==> config.mk <==
export PLATFORM = sky130hd
export DESIGN_NAME = ahfp_mul_ci_ctrl_flat
export DESIGN_NICKNAME = d
export VERILOG_FILES = /design/src/rtl/ahfp_pkg.sv /design/src/rtl/ahfp_mul_ci_ctrl_if.sv /design/src/rtl/ahfp_mul_multi.sv /design/src/rtl/ahfp_mul_ci_ctrl.sv /design/src/flat_wrapper.sv
export SDC_FILE = /design/constraint.sdc
export NUM_CORES = 2
export LEC_CHECK = 0
export CAP_MARGIN = 20
export CELL_PAD_IN_SITES_DETAIL_PLACEMENT = 1
export CELL_PAD_IN_SITES_GLOBAL_PLACEMENT = 1
export CORE_ASPECT_RATIO = 0.8
export CORE_UTILIZATION = 45
export CTS_BUF_LIST = sky130_fd_sc_hd__clkbuf_4 sky130_fd_sc_hd__clkbuf_8 sky130_fd_sc_hd__clkbuf_16
export DETAILED_ROUTE_END_ITERATION = 10
export PLACE_DENSITY = 0.82
export SYNTH_ARGS = -nofsm -noshare
export SYNTH_HDL_FRONTEND = slang
export SYNTH_SLANG_ARGS = --single-unit
==> constraint.sdc <==
create_clock -name clk -period 9.1 [get_ports clk]
set_input_delay 1.365 -clock clk [delete_from_list [all_inputs] [get_ports clk]]
set_output_delay 1.365 -clock clk [all_outputs]
set_load 0.01 [all_outputs]
==> src/rtl/ahfp_pkg.sv <==
// Shared constants for the ahfp multiplier blocks: FSM state encoding,
// IEEE-754 single-precision field positions and the default multiplier latency.
package ahfp_pkg;

    localparam logic [1:0] IDLE = 2'd0;
    localparam logic [1:0] WAIT = 2'd1;
    localparam logic [1:0] DONE = 2'd2;

    localparam int SIGN_BIT = 31;
    localparam int EXP_MSB  = 30;
    localparam int EXP_LSB  = 23;
    localparam int MAN_MSB  = 22;

    localparam int MUL_LATENCY_DEF = 3;

endpackage

==> src/rtl/ahfp_mul_ci_ctrl_if.sv <==
// Nios II multi-cycle custom-instruction port between the CPU (master)
// and the multiplier front end (slave).
interface ahfp_mul_ci_ctrl_if;

    logic        clk_en;
    logic        start;
    logic [31:0] dataa;
    logic [31:0] datab;
    logic        done;
    logic [31:0] result;
    logic        busy;

    modport master (
        output clk_en, start, dataa, datab,
        input  done, result, busy
    );

    modport slave (
        input  clk_en, start, dataa, datab,
        output done, result, busy
    );

endinterface

==> src/rtl/ahfp_mul_multi.sv <==
// Pipelined IEEE-754 single-precision multiplier: round-to-nearest-even,
// denormals flushed to zero, no reset and no enable (free-running pipeline).
module ahfp_mul_multi
    import ahfp_pkg::*;
#(
    parameter int LATENCY = MUL_LATENCY_DEF
) (
    input  logic        clk,
    input  logic [31:0] a,
    input  logic [31:0] b,
    output logic [31:0] p
);

    function automatic logic [31:0] fp_round_pack(
        input logic               sign,
        input logic signed [10:0] exp_in,
        input logic [23:0]        man,
        input logic               guard,
        input logic               sticky
    );
        logic [24:0]        rnd;
        logic signed [10:0] e;
        rnd = {1'b0, man} + {24'd0, guard & (sticky | man[0])};
        e   = exp_in;
        // Rounding carry out of the hidden bit renormalises to 1.000...
        if (rnd[24]) begin
            rnd = rnd >> 1;
            e   = e + 11'sd1;
        end
        if (e >= 11'sd255) begin
            return {sign, 8'hFF, 23'd0};
        end else if (e <= 11'sd0) begin
            return {sign, 31'd0};
        end
        return {sign, e[7:0], rnd[MAN_MSB:0]};
    endfunction

    function automatic logic [31:0] fp_mul(input logic [31:0] x, input logic [31:0] y);
        logic               sign;
        logic [7:0]         ex, ey;
        logic               nan_x, nan_y, inf_x, inf_y, zero_x, zero_y;
        logic [47:0]        prod;
        logic signed [10:0] e;
        sign   = x[SIGN_BIT] ^ y[SIGN_BIT];
        ex     = x[EXP_MSB:EXP_LSB];
        ey     = y[EXP_MSB:EXP_LSB];
        nan_x  = (ex == 8'hFF) && (x[MAN_MSB:0] != '0);
        nan_y  = (ey == 8'hFF) && (y[MAN_MSB:0] != '0);
        inf_x  = (ex == 8'hFF) && (x[MAN_MSB:0] == '0);
        inf_y  = (ey == 8'hFF) && (y[MAN_MSB:0] == '0);
        zero_x = (ex == 8'h00);
        zero_y = (ey == 8'h00);
        if (nan_x || nan_y || (inf_x && zero_y) || (zero_x && inf_y)) begin
            return 32'h7FC0_0000;
        end else if (inf_x || inf_y) begin
            return {sign, 8'hFF, 23'd0};
        end else if (zero_x || zero_y) begin
            return {sign, 31'd0};
        end
        prod = {24'd0, 1'b1, x[MAN_MSB:0]} * {24'd0, 1'b1, y[MAN_MSB:0]};
        e    = $signed({3'b000, ex}) + $signed({3'b000, ey}) - 11'sd127;
        if (prod[47]) begin
            return fp_round_pack(sign, e + 11'sd1, prod[47:24], prod[23], |prod[22:0]);
        end
        return fp_round_pack(sign, e, prod[46:23], prod[22], |prod[21:0]);
    endfunction

    logic [31:0] prod_p [LATENCY];

    // Stage p0 holds the rounded product; later stages only add delay.
    always_ff @(posedge clk) begin
        prod_p[0] <= fp_mul(a, b);
        for (int i = 1; i < LATENCY; i++) begin
            prod_p[i] <= prod_p[i-1];
        end
    end

    assign p = prod_p[LATENCY-1];

endmodule

==> src/rtl/ahfp_mul_ci_ctrl.sv <==
// Multi-cycle custom-instruction front end for ahfp_mul_multi. Define
// AHFP_ZERO_BYPASS_EN to finish zero/denormal operands in one cycle.
module ahfp_mul_ci_ctrl
    import ahfp_pkg::*;
#(
    parameter int MUL_LATENCY = MUL_LATENCY_DEF,
    parameter int CNT_W       = 4
) (
    input  logic              clk,
    input  logic              reset,
    ahfp_mul_ci_ctrl_if.slave ci
);

    localparam logic [CNT_W-1:0] CNT_LAST = CNT_W'(MUL_LATENCY);

    logic [1:0]       state;
    logic [CNT_W-1:0] cnt;
    logic [31:0]      opa;
    logic [31:0]      opb;
    logic [31:0]      res;
    logic [31:0]      mul_out;
    logic             zero_op;

`ifdef AHFP_ZERO_BYPASS_EN
    assign zero_op = (ci.dataa[EXP_MSB:EXP_LSB] == 8'd0) || (ci.datab[EXP_MSB:EXP_LSB] == 8'd0);
`else
    assign zero_op = 1'b0;
`endif

    // Operand registers feed the multiplier directly and stay put through
    // stalls, so its output is still valid whenever clk_en returns.
    ahfp_mul_multi #(
        .LATENCY(MUL_LATENCY)
    ) u_mul (
        .clk(clk),
        .a  (opa),
        .b  (opb),
        .p  (mul_out)
    );

    always_ff @(posedge clk or posedge reset) begin
        if (reset) begin
            state <= IDLE;
            cnt   <= '0;
            opa   <= '0;
            opb   <= '0;
            res   <= '0;
        end else if (ci.clk_en) begin
            case (state)
                IDLE: begin
                    if (ci.start) begin
                        opa <= ci.dataa;
                        opb <= ci.datab;
                        cnt <= '0;
                        if (zero_op) begin
                            res   <= {ci.dataa[SIGN_BIT] ^ ci.datab[SIGN_BIT], 31'd0};
                            state <= DONE;
                        end else begin
                            state <= WAIT;
                        end
                    end
                end
                WAIT: begin
                    if (cnt == CNT_LAST) begin
                        res   <= mul_out;
                        state <= DONE;
                    end else begin
                        cnt <= cnt + 1'b1;
                    end
                end
                DONE:    state <= IDLE;
                default: state <= IDLE;
            endcase
        end
    end

    assign ci.done   = (state == DONE);
    assign ci.busy   = (state != IDLE);
    assign ci.result = res;

endmodule

==> src/flat_wrapper.sv <==
// flat-port wrapper written by rule: the top's interface ports become plain ports
module ahfp_mul_ci_ctrl_flat import ahfp_pkg::*;
#(
    parameter int MUL_LATENCY = MUL_LATENCY_DEF,
    parameter int CNT_W       = 4
)
  (clk, reset, ci_clk_en, ci_start, ci_dataa, ci_datab, ci_done, ci_result, ci_busy);
  ahfp_mul_ci_ctrl_if ci_i ();
  input  logic clk;
  input  logic reset;
  input wire logic [$bits(ci_i.clk_en)-1:0] ci_clk_en;
  input wire logic [$bits(ci_i.start)-1:0] ci_start;
  input wire logic [$bits(ci_i.dataa)-1:0] ci_dataa;
  input wire logic [$bits(ci_i.datab)-1:0] ci_datab;
  output wire logic [$bits(ci_i.done)-1:0] ci_done;
  output wire logic [$bits(ci_i.result)-1:0] ci_result;
  output wire logic [$bits(ci_i.busy)-1:0] ci_busy;
  assign ci_i.clk_en = ci_clk_en;
  assign ci_i.start = ci_start;
  assign ci_i.dataa = ci_dataa;
  assign ci_i.datab = ci_datab;
  assign ci_done = ci_i.done;
  assign ci_result = ci_i.result;
  assign ci_busy = ci_i.busy;
  ahfp_mul_ci_ctrl #(.MUL_LATENCY(MUL_LATENCY), .CNT_W(CNT_W)) u_core (.clk(clk), .reset(reset), .ci(ci_i));
endmodule
==> flow_summary_export.csv <==
group,metric,value,unit
yosys,seq_area_frac_synth,15.4,%
placed_design,gp_congestion,0.955,
die,num_io_pins,102,
timing,finalHoldViolations,0,
layout,layout_commonest_cell,"inv_1",
routing,vias,23500,
run_status,status,"finished clean",
grt,grt_pass1_vias,26000,
routing,drt_iter0_markers,1926,
yosys,synth_seq_cells,198,
routing,wl_per_cell,23.9,um
yosys,netlist_instances,3137,
die,start_util,45.9,%
timing,slew_viol_final,0,
timing,worstMarginPinSlew,1.02,ns
cts,clk_pin_slew,0.10,ns
routing,via_per_inst,5.64,
routing,dr.pass1.iters,7,
grt,use_met2,47.5,%
critical_path,arrival,9.33,ns
timing,period_needed,8.98,ns
layout,layout_common_cells,"626 x inv_1, 480 x fa_1, 364 x nand2_1",
grt,track_usage,31.1,%
yosys,syn_area,29000,um2
yosys,synth_nets,3882,
routing,ant_nets,0,
yosys,synth_top_area_cell,"fa_1",
die,die_height,229,um
timing,holdWs,0.325,ns
die,die_w,286,um
worst_hold_path,hp-class,"register to register",
yosys,synth_ff_type,"dfrtp_1",
cts,cts.sinks,198,
layout,utilization,52.0,%
cts,clk_latency,0.51,ns
critical_path,crit_fanout,12,
placed_design,dp_hpwl,82300,um
grt,met3_usage,10.9,%
timing,tns,0,ns
routing,remaining_drc_errors,0,
cts,cts_tree,"yes",
layout,layout-drive-gt1-share,14.2,%
die,core,63200,um2
timing,clock_skew,0.0287,ns
yosys,synthArstFlopShare,51.5,%
critical_path,crit_required,9.45,ns
yosys,ys_types,118,
critical_path,start_kind,"register",
cts,h-tree-depth,4,
routing,drt-total-wl,99600,um
yosys,synth.area.top_cells,"fa_1 33%, dfrtp_1 8.8%, ha_1 8.4%, inv_1 8.1%, dfxtp_1 6.6%",
timing,max_freq,111,MHz
cts,cts-root-buf,"clkbuf_16",
placed_design,dpl_cell_area,31800,um2
critical_path,crit_top_cell,"ha_1",
critical_path,slowest_delay,0.52,ns
grt,grt_pass1_wl,154000,um
grt,overflow,0,
grt,use_met1,41.8,%
layout,finalInstanceArea,32900,um2
grt,grt_antenna_before_repair,2,
die,rows,82,
yosys,yosysWarnings,0,
yosys,synth_edf_count,0,
yosys,netlist.area_leader.share,33.3,%
run,cap_violations,0,
timing,finalSetupViolCount,0,
critical_path,slowest_stage,"fa_1",
cts,clockBufferDepth,2,
layout,area_growth,13.2,%
layout,nets,4057,
timing,fin_crit_sh,98.6,%
timing,slew_headroom,31.7,%
yosys,avgSynthCellArea,9.25,um2
grt,grt_max_degree,62,
placed_design,port_buffers,101,
die,die-area,65500,um2
critical_path,end_kind,"register",
grt,grt_busiest_layer,"met2",
critical_path,worstSetupPathType,"register to register",
cts,numCtsBuffers,17,
-- state kept, by name (all words and copies together) (netlist names) --
register / count
u_core.u_mul.prod_p: 96
u_core.opa: 32
u_core.opb: 32
u_core.state: 2
u_core.cnt: 4
u_core.ci.result: 32
-- cells by family (layout without fill, tap and decap cells) --
group,Yosys count,in the layout,share of synthesized area [%]
compound gates,324,324,8.58
xor+xnor,88,88,2.73
fa+ha+maj,677,677,41.7
buf+inv,782,969,10.6
flops,198,198,15.4
mux,89,89,3.43
other cells,0,2,0
simple gates,979,980,17.6
-- Yosys cell counts (58+ instances only) --
cell type	count
dfrtp_1	102
a21oi_1	58
nand2_1	367
mux2_2	81
fa_1	483
clkbuf_1	115
and2_1	266
ha_1	194
o21ai_0	72
nor2_1	106
inv_1	630
dfxtp_1	96
-- per-stage QoR --
step                      cells  setup WS (ns)
after floorplan            3137          0.349
after global placement     4117          0.255
after detailed placement   4117         0.0157
after CTS                  4149        0.00166
after global routing       4165        -0.0475
final                      4167          0.124
-- path summary, 6_finish.rpt --
path,startpoint,end,slack [ns],cells after the start
min in group asynchronous,reset,u_core.cnt[3],1.27,2
max,u_core.opb[0],u_core.u_mul.prod_p[0][0],0.12,31
min reg2reg,u_core.u_mul.prod_p[0][16],u_core.u_mul.prod_p[1][16],0.32,0
max reg2reg,u_core.opb[0],u_core.u_mul.prod_p[0][0],0.12,31
max in group asynchronous,reset,u_core.opa[13],6.34,3
min,u_core.u_mul.prod_p[0][16],u_core.u_mul.prod_p[1][16],0.32,0
-- worst max-delay path, delay by kind of cell, from the launching register on --
kind,cells,cell delay [ns]
compound gates,6,1.66
flops,1,0.51
mux,1,0.26
fa+ha+maj,10,3.54
buf+inv,5,0.64
simple gates,9,2.18
-- area by class of cell --
class	count	area [um2]
repair buffers	303	2600
well taps	840	1050
diodes	2	5.00
inverters	634	2390
flip-flops and latches	198	4500
fillers	7235	30300
clock inverters	13	156
clock buffers	19	447
multi-input cells	2158	21700
-- routing by layer --
metal | wire length (um) | share of wire, % | up-vias
li1 | - | - | 10100
met4 | 2620 | 2.6 | 0
met1 | 41900 | 42 | 12200
met3 | 10600 | 11 | 162
met2 | 44500 | 45 | 1011
met5 | 0 | 0 | -
-- repair_timing --
action	in CTS	in global routing
pin swaps	0	11
gates resized for setup	10	76
endpoints found under the setup margin	24	31
setup buffers	0	14
gates cloned	0	2
hold buffers	0	0
Power is not shown: default switching activity piles up to over one toggle a cycle in this logic, so the estimate is an artifact.
